## src/rtl/toggle_arb_pkg.sv

```systemverilog
// Shared constants and FSM state type for the toggle event arbiter.
package toggle_arb_pkg;

  localparam int N_CH_DEF  = 4;
  localparam int CNT_W_DEF = 4;
  localparam int TS_W      = 16;

  typedef enum logic {
    ST_IDLE    = 1'b0,
    ST_PRESENT = 1'b1
  } state_t;

endpackage

```

## src/rtl/rr_pick.sv

```systemverilog
// Combinational round-robin picker: first set req bit at or above ptr,
// wrapping modulo N_CH.
module rr_pick #(
  parameter int N_CH = 4,
  parameter int CH_W = $clog2(N_CH)
) (
  input  logic [N_CH-1:0] req,
  input  logic [CH_W-1:0] ptr,
  output logic            gnt_valid,
  output logic [CH_W-1:0] gnt_idx
);

  logic [CH_W-1:0] idx;

  // NOTE: every output gets a default before the loop, so no path leaves it
  // unassigned and no latch is inferred.
  always_comb begin
    gnt_valid = 1'b0;
    gnt_idx   = '0;
    idx       = '0;
    // Walk from the farthest candidate back to ptr so the nearest one wins.
    for (int k = N_CH - 1; k >= 0; k--) begin
      idx = CH_W'((int'(ptr) + k) % N_CH);
      if (req[idx]) begin
        gnt_valid = 1'b1;
        gnt_idx   = idx;
      end
    end
  end

endmodule

```

## src/rtl/toggle_event_arbiter.sv

```systemverilog
// Per-channel toggle detection, saturating event counters and round-robin
// serialisation onto one valid/ready port. Optional: EVT_TIMESTAMP_EN adds evt_ts.
module toggle_event_arbiter
  import toggle_arb_pkg::*;
#(
  parameter int N_CH  = N_CH_DEF,
  parameter int CNT_W = CNT_W_DEF,
  parameter int CH_W  = $clog2(N_CH)
) (
  input  logic            clk,
  input  logic            rst,
  input  logic [N_CH-1:0] trigger,
  output logic            evt_valid,
  input  logic            evt_ready,
  output logic [CH_W-1:0] evt_ch,
  output logic            evt_level,
  output logic [N_CH-1:0] pending,
  output logic [N_CH-1:0] overflow
`ifdef EVT_TIMESTAMP_EN
  ,
  output logic [TS_W-1:0] evt_ts
`endif
);

  logic [N_CH-1:0]  trig_q;
  logic [N_CH-1:0]  tog;
  logic [CNT_W-1:0] cnt [N_CH];
  logic [CH_W-1:0]  rr_ptr;
  state_t           state_q, state_d;
  logic             gnt_valid;
  logic [CH_W-1:0]  gnt_idx;
  logic             grant;
  logic [N_CH-1:0]  gnt_vec;

  // NOTE: sequential state uses non-blocking assignments so every flop
  // samples pre-edge values regardless of block ordering.
  // trig_q tracks trigger even in reset, so levels held at release are silent.
  always_ff @(posedge clk) trig_q <= trigger;

  assign tog = trigger ^ trig_q;

  always_comb begin
    pending = '0;
    for (int i = 0; i < N_CH; i++) pending[i] = (cnt[i] != '0);
  end

  rr_pick #(
    .N_CH (N_CH),
    .CH_W (CH_W)
  ) u_pick (
    .req       (pending),
    .ptr       (rr_ptr),
    .gnt_valid (gnt_valid),
    .gnt_idx   (gnt_idx)
  );

  always_comb begin
    state_d = state_q;
    grant   = 1'b0;
    unique case (state_q)
      ST_IDLE: begin
        if (gnt_valid) begin
          grant   = 1'b1;
          state_d = ST_PRESENT;
        end
      end
      ST_PRESENT: begin
        if (evt_ready) state_d = ST_IDLE;
      end
      default: state_d = ST_IDLE;
    endcase
  end

  always_comb begin
    gnt_vec = '0;
    for (int i = 0; i < N_CH; i++) gnt_vec[i] = grant && (gnt_idx == CH_W'(i));
  end

  // NOTE: the counter array is cleared element by element in reset; it is
  // control state, not a storage RAM, so it must come up known.
  always_ff @(posedge clk) begin
    if (rst) begin
      for (int i = 0; i < N_CH; i++) cnt[i] <= '0;
      overflow <= '0;
    end else begin
      for (int i = 0; i < N_CH; i++) begin
        if (tog[i] && !gnt_vec[i]) begin
          if (cnt[i] == '1) overflow[i] <= 1'b1;
          else              cnt[i]      <= cnt[i] + 1'b1;
        end else if (gnt_vec[i] && !tog[i]) begin
          cnt[i] <= cnt[i] - 1'b1;
        end
      end
    end
  end

  always_ff @(posedge clk) begin
    if (rst) begin
      state_q   <= ST_IDLE;
      rr_ptr    <= '0;
      evt_ch    <= '0;
      evt_level <= 1'b0;
    end else begin
      state_q <= state_d;
      if (grant) begin
        evt_ch    <= gnt_idx;
        evt_level <= trigger[gnt_idx];
        rr_ptr    <= (gnt_idx == CH_W'(N_CH - 1)) ? '0 : gnt_idx + 1'b1;
      end
    end
  end

  assign evt_valid = (state_q == ST_PRESENT);

`ifdef EVT_TIMESTAMP_EN
  logic [TS_W-1:0] ts_q;

  // evt_ts is the count reached on the grant edge: N edges after reset reads N.
  always_ff @(posedge clk) begin
    if (rst) begin
      ts_q   <= '0;
      evt_ts <= '0;
    end else begin
      ts_q <= ts_q + 1'b1;
      if (grant) evt_ts <= ts_q + 1'b1;
    end
  end
`endif

endmodule

```

## config.mk

```make
export PLATFORM = sky130hd
export DESIGN_NAME = toggle_event_arbiter
export DESIGN_NICKNAME = d
export VERILOG_FILES = /design/src/rtl/toggle_arb_pkg.sv /design/src/rtl/rr_pick.sv /design/src/rtl/toggle_event_arbiter.sv
export SDC_FILE = /design/constraint.sdc
export NUM_CORES = 1
export LEC_CHECK = 0
export ABC_AREA = 1
export CAP_MARGIN = 20
export CELL_PAD_IN_SITES_DETAIL_PLACEMENT = 0
export CELL_PAD_IN_SITES_GLOBAL_PLACEMENT = 1
export CORE_MARGIN = 3
export CORE_UTILIZATION = 38
export DETAILED_ROUTE_END_ITERATION = 6
export GPL_ROUTABILITY_DRIVEN = 0
export PLACE_DENSITY = 0.85
export SLEW_MARGIN = 20
export SYNTH_ARGS = -nofsm -noshare
export SYNTH_HDL_FRONTEND = slang
export SYNTH_HIERARCHICAL = 1
export SYNTH_SLANG_ARGS = --single-unit
```

## constraint.sdc

```tcl
create_clock -name clk -period 3 [get_ports clk]
set_input_delay 0.3 -clock clk [delete_from_list [all_inputs] [get_ports clk]]
set_output_delay 0.3 -clock clk [all_outputs]
set_load 0.005 [all_outputs]
```

Yosys cells after proc, flatten, opt, wreduce, memory -nomap -nowiden
Memory sizes are Yosys's and may differ from the RTL's.
Cells that the tools add are included.
W data, S select, Z words.
{"block": "classes", "n_reduce_logical": 29, "add_sub_neg": 12, "muxes": 65, "n_lt_le_gt_ge": 5, "bitwise_logic": 10, "eq_ne": 7}
{"operator": "$mux W1", "count": 46}
{"operator": "$mux W4", "count": 8}
{"operator": "$add A4 B1 Y4 const B", "count": 4}
{"operator": "$eq A4 B4 Y1 const B", "count": 4}
{"operator": "$reduce_bool A4 Y1", "count": 4}
{"operator": "$sub A4 B1 Y4 const B", "count": 4}
{"operator": "$lt A2 B3 Y1 const B", "count": 5}
{"operator": "$logic_and A1 B1 Y1", "count": 12}
{"operator": "$bmux W1 S2", "count": 5}
{"operator": "$mux W2", "count": 5}
{"operator": "$logic_not A1 Y1", "count": 8}
{"operator": "$or A1 B1 Y1", "count": 8}
{"operator": "$reduce_and A2 Y1", "count": 4}
{"operator": "$add A2 B1 Y2 const B", "count": 2}
{"operator": "$add A2 B2 Y2 const B", "count": 2}
{"operator": "$eq A2 B2 Y1 const B", "count": 2}
{"operator": "$xor A4 B4 Y4", "count": 1}
{"operator": "$eq A2 B1 Y1 const B", "count": 1}
{"operator": "$logic_not A2 Y1", "count": 1}
{"operator": "$pmux W1 S2", "count": 1}
{"operator": "$not A1 Y1", "count": 1}
{"block": "word_totals", "mem_count": 1, "ff_bits": 14, "mem_bits_rw": 16, "wordCells": 138, "output_inout_bits": 12, "inputBits": 7}
{"name": "cnt", "depth": 4, "width": 4, "rd": 4, "rd_clocked_by_memory_dff": 0, "wr": 4, "line": "toggle_event_arbiter.sv:27", "rtl": "logic [CNT_W-1:0] cnt [N_CH];"}

Logic depth before layout (Yosys ltp)
{"block": "logic_depth", "word_depth": 17, "depth_mapped": 23}

Cells and area by module
Netlist, hierarchy kept.
{"module": "toggle_event_arbiter", "seq_area_each_um2": 760.7, "cells_each": 222, "n_inst": 1, "area_per_inst_um2": 1840.5}
{"module": "rr_pick", "seq_area_each_um2": 0.0, "cells_each": 46, "n_inst": 1, "area_per_inst_um2": 212.7}

Worst setup path before layout
No wires, ideal clock.
{"block": "synth_path", "path_kind": "register to register", "startpoint": "mem cnt[3][0] (netlist name)", "endpoint": "mem cnt[2][3] (netlist name) (data pin)", "arrival_ps": 2696, "setup_slack_ps": 51, "required_time_ps": 2747, "path_stages_with_launch": 24, "cell_sequence": "edfxtp_1 inv_1 ha_1 nand3_1 inv_1 nand2_2 and2_4 nand2_2 nand2_2 clkinv_2 nand2_1 nand2_1 nand2_1 inv_1 ha_1 nand2_1 nor3_4 ha_1 nand3_1 nand3_1 nand2_1 nand2_1 nand2_1 nand2_1"}
{"element": "start, declared", "line": "toggle_event_arbiter.sv:27"}

==> summary.md <==
| Metric | Value |
|---|---|
| Status | `finished clean` |
| Critical Path Source Type | `register` |
| CTS Sinks | `30` |
| Via Count | `about 1900` |
| DR pass1 iterations | `4` |
| Req. time, crit path | `about 3.0 ns` |
| Number of fillers in the final layout | `453` |
| CP max FO | `5` |
| # IOs | `19` |
| DIE AREA | `6320 um2` |
| Hold Crit Class | `register to register` |
| Post-Syn Area per Cell | `7.66 um2` |
| Hold_buf cts | `0` |
| Power per standard cell area | `between 1000 and 1500 nW/um2` |
| HPWL after DPL | `~3200 um` |
| Max H-tree Level | `2` |
| Worst Tran Pin Value | `0.566 ns` |
| Util after Layout | `55.0%` |
| RSZ-0062 raised after global routing | `yes` |
| Sum Neg Setup Slack | `0 ns` |
| Overflow after GRT | `0` |
| Minimum clock period | `2.86 ns` |
| Min Hold Slack | `about 0.45 ns` |
| Slowest-stage cell, CP | `fa_2` |
| Area post-placement | `approximately 2400 um2` |
| Final setup viols | `0` |
| VDD IR max | `approximately 0.00046 V` |
| Maximum number of pins on one net before global-route repair | `17` |
| Synth warn | `6` |
| Share of layout cells above drive strength 1 | `between 20 and 30%` |
| # rows | `26` |
| Antenna fix cells | `0` |
| Layout area overhead | `38.5%` |
| Vias per cell | `4.67` |
| Total track usage | `between 10 and 15%` |
| First-pass GRT wire length | `roughly 7100 um` |
| Arrival @ worst endpoint | `between 2 and 3 ns` |
| Layout Skew | `slightly above 0.006 ns` |
| Most common cell after layout, fill and taps aside | `nand2_1` |
| Final worst-path cycle share | `between 90% and 100%` |
| CP Capture Type | `register` |
| Cell area after synthesis | `roughly 2100 um2` |
| Initial core utilization | `between 30% and 40%` |
| Total power | `~2.9 mW` |
| Cell Count, Final, Fillers Out | `~400` |
| DRC Markers | `0` |
| Critical path, cell by cell | `inv_2, ha_4, nand3_2, inv_2, nand2_2, and2_4, nand2_4, nand2_2, clkinv_2, nand2_1, nand2_1, nand2_2, inv_4, ha_4, nand2_4, nor3_4, inv_1, fa_2, nor2_1` |
| Net Count, Synth | `slightly below 300` |
| Highest-count cells in the layout ignoring fill and taps | `nand2_1 (56), buf_4 (38), inv_1 (33)` |
| CTS tree | `yes` |
| Seq/Total Area, Yosys | `between 30% and 40%` |
| Die Span X | `79.5 um` |
| CP peak stage delay | `roughly 0.54 ns` |
| Synthesized instance count | `268` |
| Initial antenna violation count | `0` |
| Per-cell routed wire length | `~11 um` |
| Most frequent CP cell | `nand2_2` |
| Final instance area | `around 2800 um2` |
| Dpl ws | `-0.0573 ns` |
| Endpoints failing hold | `0` |
| Post-Route WL | `between 4000 and 5000 um` |
| Clock transition at path regs | `0.06 ns` |
| Highest clock rate | `between 300 and 400 MHz` |
| Cts bufs inserted | `5` |
| WS Path Type | `register to register` |
| Clk_lat worst skew | `approximately 0.28 ns` |
| #FFs+latches synth | `30` |
| Dpl cells | `370` |
| Remaining antenna violation count after routing | `0` |
| Root Driver | `clkbuf_8` |
| Unique masters post-synth | `30` |
| NumNets Final | `350` |
| CTS max path bufs | `2` |
| # port buffers | `18` |
| Pleak | `between 1 and 1.5 nW` |
| Rel. slew slack | `around 62%` |
| Number of global-route vias before repair | `approximately 1700` |
| Core Box Area | `slightly above 5000 um2` |
| Slew Viols, Final | `0` |
| Die Span Y | `roughly 80 um` |
| Max_cap viols | `0` |
| Iteration-0 DRC Markers | `between 50 and 60` |
| Final worst slack | `between 0.1 and 0.15 ns` |
-- timing repair --
action	4_1_cts	5_1_grt
endpoints found under the hold margin	0	0
endpoints found under the setup margin	5	13
gates resized for setup	3	39
buffers inserted	1	19
pin swaps	1	19
-- flip-flops by register name, summed over array words and instances (netlist names) --
name and count:
rr_ptr 2, evt_level 1, cnt 16, evt_ch 2
trig_q 4, evt_valid 1, overflow 4
-- cells by family after synthesis --
family / count (synthesis) / share of synthesized area, %
flip-flops: 30 / 37.1
XOR/XNOR: 8 / 3.41
buffers and inverters: 48 / 9.81
AO/OA/AOI/OAI: 23 / 6.52
adder cells (fa/ha/maj): 16 / 10.8
AND/OR/NAND/NOR: 143 / 32.4
-- worst paths after layout --
kind,from,endpoint,slack (ns),cells after the start
worst max-delay path,cnt[3][1]$_DFFE_PP_,cnt[2][1]$_SDFFCE_PN0P_,0.14,19
worst min-delay path,overflow[0]$_SDFFE_PP0P_,overflow[0]$_SDFFE_PP0P_,0.45,2
worst max register to register,cnt[3][1]$_DFFE_PP_,cnt[2][1]$_SDFFCE_PN0P_,0.14,19
worst min register to register,overflow[0]$_SDFFE_PP0P_,overflow[0]$_SDFFE_PP0P_,0.45,2
-- critical path, delay by kind of cell (launching register included) --
| kind | cells | cell delay (ns) |
|---|---|---|
| AND/OR/NAND/NOR | 11 | 0.97 |
| buffers and inverters | 5 | 0.44 |
| adder cells (fa/ha/maj) | 3 | 0.81 |
| flip-flops | 1 | 0.42 |
-- final cells by class --
cell class | instances | area [um2] | area share, %
timing repair buffer | 56 | 465 | 16.4
sequential | 30 | 761 | 26.8
multi-input combinational | 190 | 1270 | 44.5
inverter | 44 | 171 | 6.03
clock buffer | 7 | 86.3 | 3.04
tap | 70 | 87.6 | 3.08
clock inverter | 1 | 5.00 | 0.176
-- synthesized netlist by cell type, drive strengths merged --
library cell	count	area share, %
o21a	3	1.1
and2	1	0.43
a21oi	8	2.0
ha	13	7.9
dfxtp	14	14
xnor2	1	0.43
a21boi	1	0.37
nand4	5	1.5
nor2	37	8.5
o211ai	1	0.37
o21ai	9	2.4
edfxtp	16	23
clkinv	1	0.24
a211oi	1	0.37
buf	4	1.6
inv	43	8.0
nand3b	1	0.37
nand2	66	12
xor2	7	3.0
nor3	2	1.6
fa	3	2.9
nand3	31	7.6
-- report_power, final --
| part | leakage (nW) | total [mW] | internal (mW) | switching (mW) |
|---|---|---|---|---|
| logic | 0.974 | 1.86 | 0.905 | 0.957 |
| registers | 0.287 | 0.689 | 0.592 | 0.0972 |
| clock network | 0.0482 | 0.336 | 0.185 | 0.152 |
-- metal layers --
metal	share of wire [%]	vias up	global-route usage [%]	routed length, um
li1	-	976	-	-
met2	49	29	22.6	2220
met5	0	-	0	0
met1	46	841	17.7	2100
met3	2.8	11	3.27	126
met4	2.1	0	7.73	95
(Power assumes the default switching activity.)
